### config.mk
export PLATFORM = sky130hd
export DESIGN_NAME = redmule_cfg_arbiter
export DESIGN_NICKNAME = d
export VERILOG_FILES = /design/src/rtl/redmule_cfg_arbiter.sv
export SDC_FILE = /design/constraint.sdc
export NUM_CORES = 1
export LEC_CHECK = 0
export ABC_AREA = 1
export CAP_MARGIN = 20
export CELL_PAD_IN_SITES_DETAIL_PLACEMENT = 0
export CELL_PAD_IN_SITES_GLOBAL_PLACEMENT = 1
export CORE_AREA = 2 2 121 123
export CTS_CLUSTER_DIAMETER = 200
export DETAILED_ROUTE_END_ITERATION = 10
export DIE_AREA = 0 0 123 125
export DONT_BUFFER_PORTS = 1
export PLACE_DENSITY = 0.6
export SYNTH_ARGS = -nofsm -noshare
export SYNTH_HDL_FRONTEND = slang
export SYNTH_SLANG_ARGS = --single-unit
### constraint.sdc
create_clock -name clk_i -period 2.2 [get_ports clk_i]
set_clock_uncertainty 0.2 [all_clocks]
set_input_delay 0.44 -clock clk_i [delete_from_list [all_inputs] [get_ports clk_i]]
set_output_delay 0.44 -clock clk_i [all_outputs]
set_load 0.03 [all_outputs]
### src/rtl/redmule_cfg_arbiter.sv
// redmule_cfg_arbiter
// Shares the single RedMulE control-slave port between NumReq masters.
// Grants are round-robin per transaction. A write into the job-config region
// locks the port to its issuer until that owner writes the trigger register,
// or stays idle for LockTimeout cycles. In-order responses are routed back to
// the issuing master through a small index FIFO.
//
// Ports:
//   clk_i, rst_i (async, active-high), clear_i (sync soft clear)
//   req_i/wen_i/be_i/add_i/data_i/id_i  per-master request fields, flattened
//                                       with master k at slice k
//   gnt_o, r_valid_o                     per-master grant / response valid
//   r_data_o                             response data, broadcast
//   slv_*                                request/response to the control slave
//   lock_owner_o, locked_o               lock status
//   lock_err_o                           one-cycle pulse on timeout release
module redmule_cfg_arbiter #(
  parameter int unsigned          NumReq      = 2,
  parameter int unsigned          AddrWidth   = 32,
  parameter int unsigned          DataWidth   = 32,
  parameter int unsigned          IdWidth     = 8,
  parameter logic [AddrWidth-1:0] CfgBase     = 'h40,
  parameter logic [AddrWidth-1:0] TriggerAddr = 'h0,
  parameter int unsigned          LockTimeout = 64,
  parameter int unsigned          MaxOutst    = 2,
  localparam int unsigned         BeWidth     = DataWidth / 8,
  localparam int unsigned         IdxWidth    = (NumReq > 1) ? $clog2(NumReq) : 1
) (
  input  logic                           clk_i,
  input  logic                           rst_i,
  input  logic                           clear_i,
  input  logic [NumReq-1:0]              req_i,
  input  logic [NumReq-1:0]              wen_i,
  input  logic [NumReq*BeWidth-1:0]      be_i,
  input  logic [NumReq*AddrWidth-1:0]    add_i,
  input  logic [NumReq*DataWidth-1:0]    data_i,
  input  logic [NumReq*IdWidth-1:0]      id_i,
  output logic [NumReq-1:0]              gnt_o,
  output logic [NumReq-1:0]              r_valid_o,
  output logic [DataWidth-1:0]           r_data_o,
  output logic                           slv_req_o,
  output logic                           slv_wen_o,
  output logic [BeWidth-1:0]             slv_be_o,
  output logic [AddrWidth-1:0]           slv_add_o,
  output logic [DataWidth-1:0]           slv_data_o,
  output logic [IdWidth-1:0]             slv_id_o,
  input  logic                           slv_gnt_i,
  input  logic                           slv_r_valid_i,
  input  logic [DataWidth-1:0]           slv_r_data_i,
  output logic [IdxWidth-1:0]            lock_owner_o,
  output logic                           locked_o,
  output logic                           lock_err_o
);

  localparam int unsigned CntWidth = $clog2(MaxOutst + 1);
  localparam int unsigned PtrWidth = (MaxOutst > 1) ? $clog2(MaxOutst) : 1;
  localparam int unsigned ToWidth  = (LockTimeout > 1) ? $clog2(LockTimeout) : 1;

  typedef enum logic {StUnlocked, StLocked} state_e;

  state_e                state_q, state_d;
  logic [IdxWidth-1:0]   owner_q, owner_d;
  logic [IdxWidth-1:0]   rr_ptr_q, rr_ptr_d;
  logic [ToWidth-1:0]    to_cnt_q, to_cnt_d;
  logic [CntWidth-1:0]   cnt_q, cnt_d;
  logic [PtrWidth-1:0]   wr_ptr_q, wr_ptr_d;
  logic [PtrWidth-1:0]   rd_ptr_q, rd_ptr_d;
  logic [IdxWidth-1:0]   fifo_q [MaxOutst];

  logic                  win_found;
  logic [IdxWidth-1:0]   win_idx;
  logic                  win_wen;
  logic [BeWidth-1:0]    win_be;
  logic [AddrWidth-1:0]  win_add;
  logic [DataWidth-1:0]  win_data;
  logic [IdWidth-1:0]    win_id;

  logic kill, room, hs, pop, owner_req, cfg_wr, trig_wr, timeout;

  // (base + off) mod NumReq
  function automatic logic [IdxWidth-1:0] rr_idx(input logic [IdxWidth-1:0] base,
                                                 input int unsigned         off);
    int unsigned s;
    s = (32'(base) + off) % NumReq;
    return IdxWidth'(s);
  endfunction

  function automatic logic [PtrWidth-1:0] ptr_inc(input logic [PtrWidth-1:0] p);
    return (p == PtrWidth'(MaxOutst - 1)) ? '0 : p + 1'b1;
  endfunction

  // Reset and clear both force every request-side output low immediately.
  assign kill      = rst_i | clear_i;
  assign room      = (cnt_q != CntWidth'(MaxOutst));
  assign owner_req = req_i[owner_q];

  // Winner selection: owner only while locked, else first request from rr_ptr.
  always_comb begin
    win_found = 1'b0;
    win_idx   = '0;
    if (state_q == StLocked) begin
      win_found = owner_req;
      win_idx   = owner_q;
    end else begin
      for (int unsigned k = 0; k < NumReq; k++) begin
        if (!win_found && req_i[rr_idx(rr_ptr_q, k)]) begin
          win_found = 1'b1;
          win_idx   = rr_idx(rr_ptr_q, k);
        end
      end
    end
  end

  // Field mux for the winning master.
  always_comb begin
    win_wen  = 1'b0;
    win_be   = '0;
    win_add  = '0;
    win_data = '0;
    win_id   = '0;
    for (int unsigned k = 0; k < NumReq; k++) begin
      if (win_idx == IdxWidth'(k)) begin
        win_wen  = wen_i[k];
        win_be   = be_i[k*BeWidth +: BeWidth];
        win_add  = add_i[k*AddrWidth +: AddrWidth];
        win_data = data_i[k*DataWidth +: DataWidth];
        win_id   = id_i[k*IdWidth +: IdWidth];
      end
    end
  end

  assign slv_req_o  = win_found & room & ~kill;
  assign hs         = slv_req_o & slv_gnt_i;
  assign slv_wen_o  = slv_req_o ? win_wen  : 1'b0;
  assign slv_be_o   = slv_req_o ? win_be   : '0;
  assign slv_add_o  = slv_req_o ? win_add  : '0;
  assign slv_data_o = slv_req_o ? win_data : '0;
  assign slv_id_o   = slv_req_o ? win_id   : '0;

  always_comb begin
    gnt_o = '0;
    if (slv_req_o) gnt_o[win_idx] = slv_gnt_i;
  end

  // Trigger writes never lock, even if TriggerAddr sits inside the config region.
  assign cfg_wr  = ~win_wen & (win_add >= CfgBase) & (win_add != TriggerAddr);
  assign trig_wr = ~win_wen & (win_add == TriggerAddr);
  assign timeout = (state_q == StLocked) & ~owner_req &
                   (to_cnt_q == ToWidth'(LockTimeout - 1));

  assign lock_err_o   = timeout & ~kill;
  assign locked_o     = (state_q == StLocked);
  assign lock_owner_o = owner_q;

  // Response routing; a response with no pending index is dropped.
  assign pop      = slv_r_valid_i & (cnt_q != '0) & ~kill;
  assign r_data_o = slv_r_data_i;

  always_comb begin
    r_valid_o = '0;
    if (pop) r_valid_o[fifo_q[rd_ptr_q]] = 1'b1;
  end

  // Lock FSM, round-robin pointer and idle timeout.
  always_comb begin
    state_d  = state_q;
    owner_d  = owner_q;
    rr_ptr_d = rr_ptr_q;
    to_cnt_d = to_cnt_q;
    case (state_q)
      StUnlocked: begin
        if (hs) begin
          rr_ptr_d = rr_idx(win_idx, 1);
          if (cfg_wr) begin
            state_d  = StLocked;
            owner_d  = win_idx;
            to_cnt_d = '0;
          end
        end
      end
      StLocked: begin
        if ((hs && trig_wr) || timeout) begin
          state_d  = StUnlocked;
          rr_ptr_d = rr_idx(owner_q, 1);
          owner_d  = '0;
          to_cnt_d = '0;
        end else if (owner_req) begin
          to_cnt_d = '0;
        end else if (to_cnt_q != ToWidth'(LockTimeout - 1)) begin
          to_cnt_d = to_cnt_q + 1'b1;
        end
      end
      default: state_d = StUnlocked;
    endcase
    if (clear_i) begin
      state_d  = StUnlocked;
      owner_d  = '0;
      rr_ptr_d = '0;
      to_cnt_d = '0;
    end
  end

  // Index FIFO pointers and occupancy.
  always_comb begin
    wr_ptr_d = wr_ptr_q;
    rd_ptr_d = rd_ptr_q;
    cnt_d    = cnt_q;
    if (hs)  wr_ptr_d = ptr_inc(wr_ptr_q);
    if (pop) rd_ptr_d = ptr_inc(rd_ptr_q);
    if (hs && !pop) begin
      cnt_d = cnt_q + 1'b1;
    end else if (!hs && pop) begin
      cnt_d = cnt_q - 1'b1;
    end
    if (clear_i) begin
      wr_ptr_d = '0;
      rd_ptr_d = '0;
      cnt_d    = '0;
    end
  end

  always_ff @(posedge clk_i or posedge rst_i) begin
    if (rst_i) begin
      state_q  <= StUnlocked;
      owner_q  <= '0;
      rr_ptr_q <= '0;
      to_cnt_q <= '0;
      cnt_q    <= '0;
      wr_ptr_q <= '0;
      rd_ptr_q <= '0;
    end else begin
      state_q  <= state_d;
      owner_q  <= owner_d;
      rr_ptr_q <= rr_ptr_d;
      to_cnt_q <= to_cnt_d;
      cnt_q    <= cnt_d;
      wr_ptr_q <= wr_ptr_d;
      rd_ptr_q <= rd_ptr_d;
    end
  end

  always_ff @(posedge clk_i or posedge rst_i) begin
    if (rst_i) begin
      for (int unsigned k = 0; k < MaxOutst; k++) fifo_q[k] <= '0;
    end else if (hs) begin
      fifo_q[wr_ptr_q] <= win_idx;
    end
  end

endmodule

==> reports/qor.csv, run 1 <==
stage,metric,value,unit
worst_setup_path,setup.worst_path.end_class,output pin,
cts,cts_made_buffers,3,
floorplanning,rows,44,
finish,nNetsFinal,752,
cts,tritoncts,yes,
placed_design,dpl-instance-area,0.00400,mm^2
floorplanning,dieHeight,125,um
cts,htree_levels,1,
cts,cts.sinks,15,
worst_setup_path,r2r.worst_path.cells,17,
timing,finalCritPeriodShare,112,%
floorplanning,die_w,123,um
cts,clkTransAtPathRegs,0.05,ns
route,vias,3480,
synth,synth_edf_count,0,
finish,area_growth,82.6,%
timing,fin_ws,-0.254,ns
floorplanning,ios,310,
route,drc,0,
cts,ctsRootBufferMaster,clkbuf_16,
route,drt-met1-wl,4.65,mm
route,initialDrtViolationCount,133,
route,wl_met3,1.25,mm
worst_setup_path,critical_path_class,reg -> out,
finish,final_core_util,34.5,%
cts,clk_path_buf_depth,2,
route,dr_wl_met2,8.16,mm
synth,synth_cells,513,
hold_path,hold_depth,3,
worst_setup_path,crit_arrival,1.81,ns
route,top_layer,met4,
flow_run,cap_viol_max_count,0,
floorplanning,dieArea,0.0154,mm^2
timing,hold_viol_final,0,
timing,rsz0062_at_grt,yes,
outcome,status,"finished, violations left",
pwr,leakage,2.07,nW
placed_design,place_congestion,0.806,
synth,yosysWarnings,0,
global_route,grt_max_degree,43,
timing,tightest_slew,0.641,ns
global_route,grt_usage,16.2,%
placed_design,dpl.hpwl,10.2,mm
timing,max-slew-margin-rel,57.2,%
route,drt_wl_total,14.2,mm
finish,nFillCells,1502,
finish,mostFrequentLayoutCell,nand2_1,
global_route,antenna_found_initial,0,
timing,finalSetupTns,-16.69,ns
floorplanning,core_area,0.0142,mm^2
floorplanning,initial_utilization,18.9,%
synth,ys_async_sr_fraction,100,%
worst_setup_path,crit_path_max_fanout,18,
timing,setup_viol_count_final,90,
cts,clkLatencyLatePin,0.25,ns
synth,synth.avg_cell_area,5.23,um^2
placed_design,place_ws,-0.134,ns
worst_setup_path,required,1.56,ns
route,antenna_left,0,
outcome,violations,negative setup slack,
finish,layout-drive-gt1-share,46.9,%
route,viasPerCell,4.70,
pwr,irDropWorstVdd,222,uV
route,drt-pass1-iter-count,4,
synth,synth_ff_type,dfrtp_1,
timing,slew_viol_final,0,
finish,final_cell_mix,"nand2_1 (157), buf_4 (57), inv_1 (52), nor2_4 (41)",
synth,syn_area,0.00268,mm^2
hold_path,min_path_type,in -> reg,
placed_design,dp.cells,708,
global_route,grt_pass1_vias,3410,
finish,antenna_cells,0,
route,wire_per_inst,19.1,um
pwr,cellPowerDensity,418,mW/mm^2
finish,final_cells,741,
timing,fmax,407,MHz
synth,syn_nets,707,
global_route,grt_pass1_wl,19.0,mm
finish,finalInstanceArea,0.00490,mm^2
global_route,gr-total-overflow,0,
placed_design,io_buffers,0,
synth,synth-seq-cells,15,
synth,netlist-cell-type-count,30,
synth,seq_area_frac_synth,14.0,%
timing,final.min_clock_period,2.45,ns
worst_setup_path,cp-start-kind,flip-flop,
-- final timing paths --
path | from | slack [ns] | end
max | locked_o | -0.25 | slv_be_o[1]
min | clear_i | 0.17 | lock_owner_o
max reg2reg | locked_o | -0.11 | to_cnt_q[2]
min reg2reg | fifo_q[1] | 0.30 | fifo_q[1]
max in group asynchronous | rst_i | 0.83 | lock_owner_o
min in group asynchronous | rst_i | 0.52 | cnt_q[0]
-- state kept, by name, indices dropped and copies added, names as in the netlist --
register,flops
to_cnt_q,6
rr_ptr_q,1
lock_owner_o,1
rd_ptr_q,1
cnt_q,2
locked_o,1
wr_ptr_q,1
fifo_q,2
-- cell families after synthesis --
group	count (synthesis)	share of synthesized area (%)
flops	15	14.0
simple gates	319	51.3
buf+inv	117	22.1
mux	1	0.373
xor+xnor	1	0.326
fa+ha+maj	1	0.466
compound gates	59	11.4
-- power by group --
part	internal (mW)	switching [mW]	leakage, nW
clock network	0.243	0.122	0.0409
logic	0.542	0.823	1.83
registers	0.299	0.0191	0.200
total	1.08	0.965	2.07
-- critical path, stage by stage (launching register included) --
cell and delay [ns]:
dfrtp_2 0.42, inv_4 0.06, a211oi_2 0.32, nor3_4 0.10, inv_6 0.18, buf_16 0.23, a21oi_2 0.05, buf_4 0.17
-- Yosys cell counts (2+ instances only) --
| cell | n | area (um^2) |
|---|---|---|
| nand2_1 | 202 | 758 |
| nor2_1 | 62 | 233 |
| inv_1 | 56 | 210 |
| a21oi_1 | 44 | 220 |
| buf_4 | 35 | 263 |
| nand3b_1 | 28 | 210 |
| dfrtp_1 | 15 | 375 |
| clkbuf_1 | 14 | 52.6 |
| nand3_1 | 13 | 65.1 |
| buf_2 | 7 | 35.0 |
| o21ai_0 | 7 | 35.0 |
| o21ai_1 | 4 | 20.0 |
| nand3_2 | 3 | 30.0 |
| nor3_1 | 3 | 15.0 |
| buf_6 | 2 | 22.5 |
| inv_2 | 2 | 7.51 |
| nand2_2 | 2 | 12.5 |
| nand4_1 | 2 | 12.5 |
-- timing repair --
action,CTS,global route
gates cloned,6,6
buffers inserted,11,5
endpoints found under the hold margin,15,0
hold buffers,1,0
endpoints found under the setup margin,89,93
pin swaps,24,27
gates resized for setup,51,64
-- area by class of cell --
cell class	instances	area, um^2	area share, %
flip-flops and latches	15	378	7.71
clock inverters	1	5.00	0.102
multi-input cells	381	2740	55.9
well taps	184	230	4.70
inverters	58	234	4.77
clock buffers	3	75.1	1.53
repair buffers	99	1240	25.2
-- layer usage --
layer | up-vias | track usage, %
met3 | 17 | 3.47
met1 | 1628 | 15.9
met2 | 195 | 33.9
li1 | 1640 | -
met4 | 0 | 2.47
met5 | - | 0
-- metrics by stage --
stage / hold WS [ns] / power, mW
floorplan: 0.141 / 1.24
global placement: 0.244 / 1.40
detailed placement: 0.253 / 1.41
CTS: 0.165 / 1.92
global route: 0.177 / 2.17
finish: 0.167 / 2.05
(Power assumes the default switching activity.)
==> inputs of run 2 (changes only) <==
Settings changed: SLEW_MARGIN set to 20.
==> results of run 2 <==
The final DEF is identical to that of run 1; final timing and power are the same.
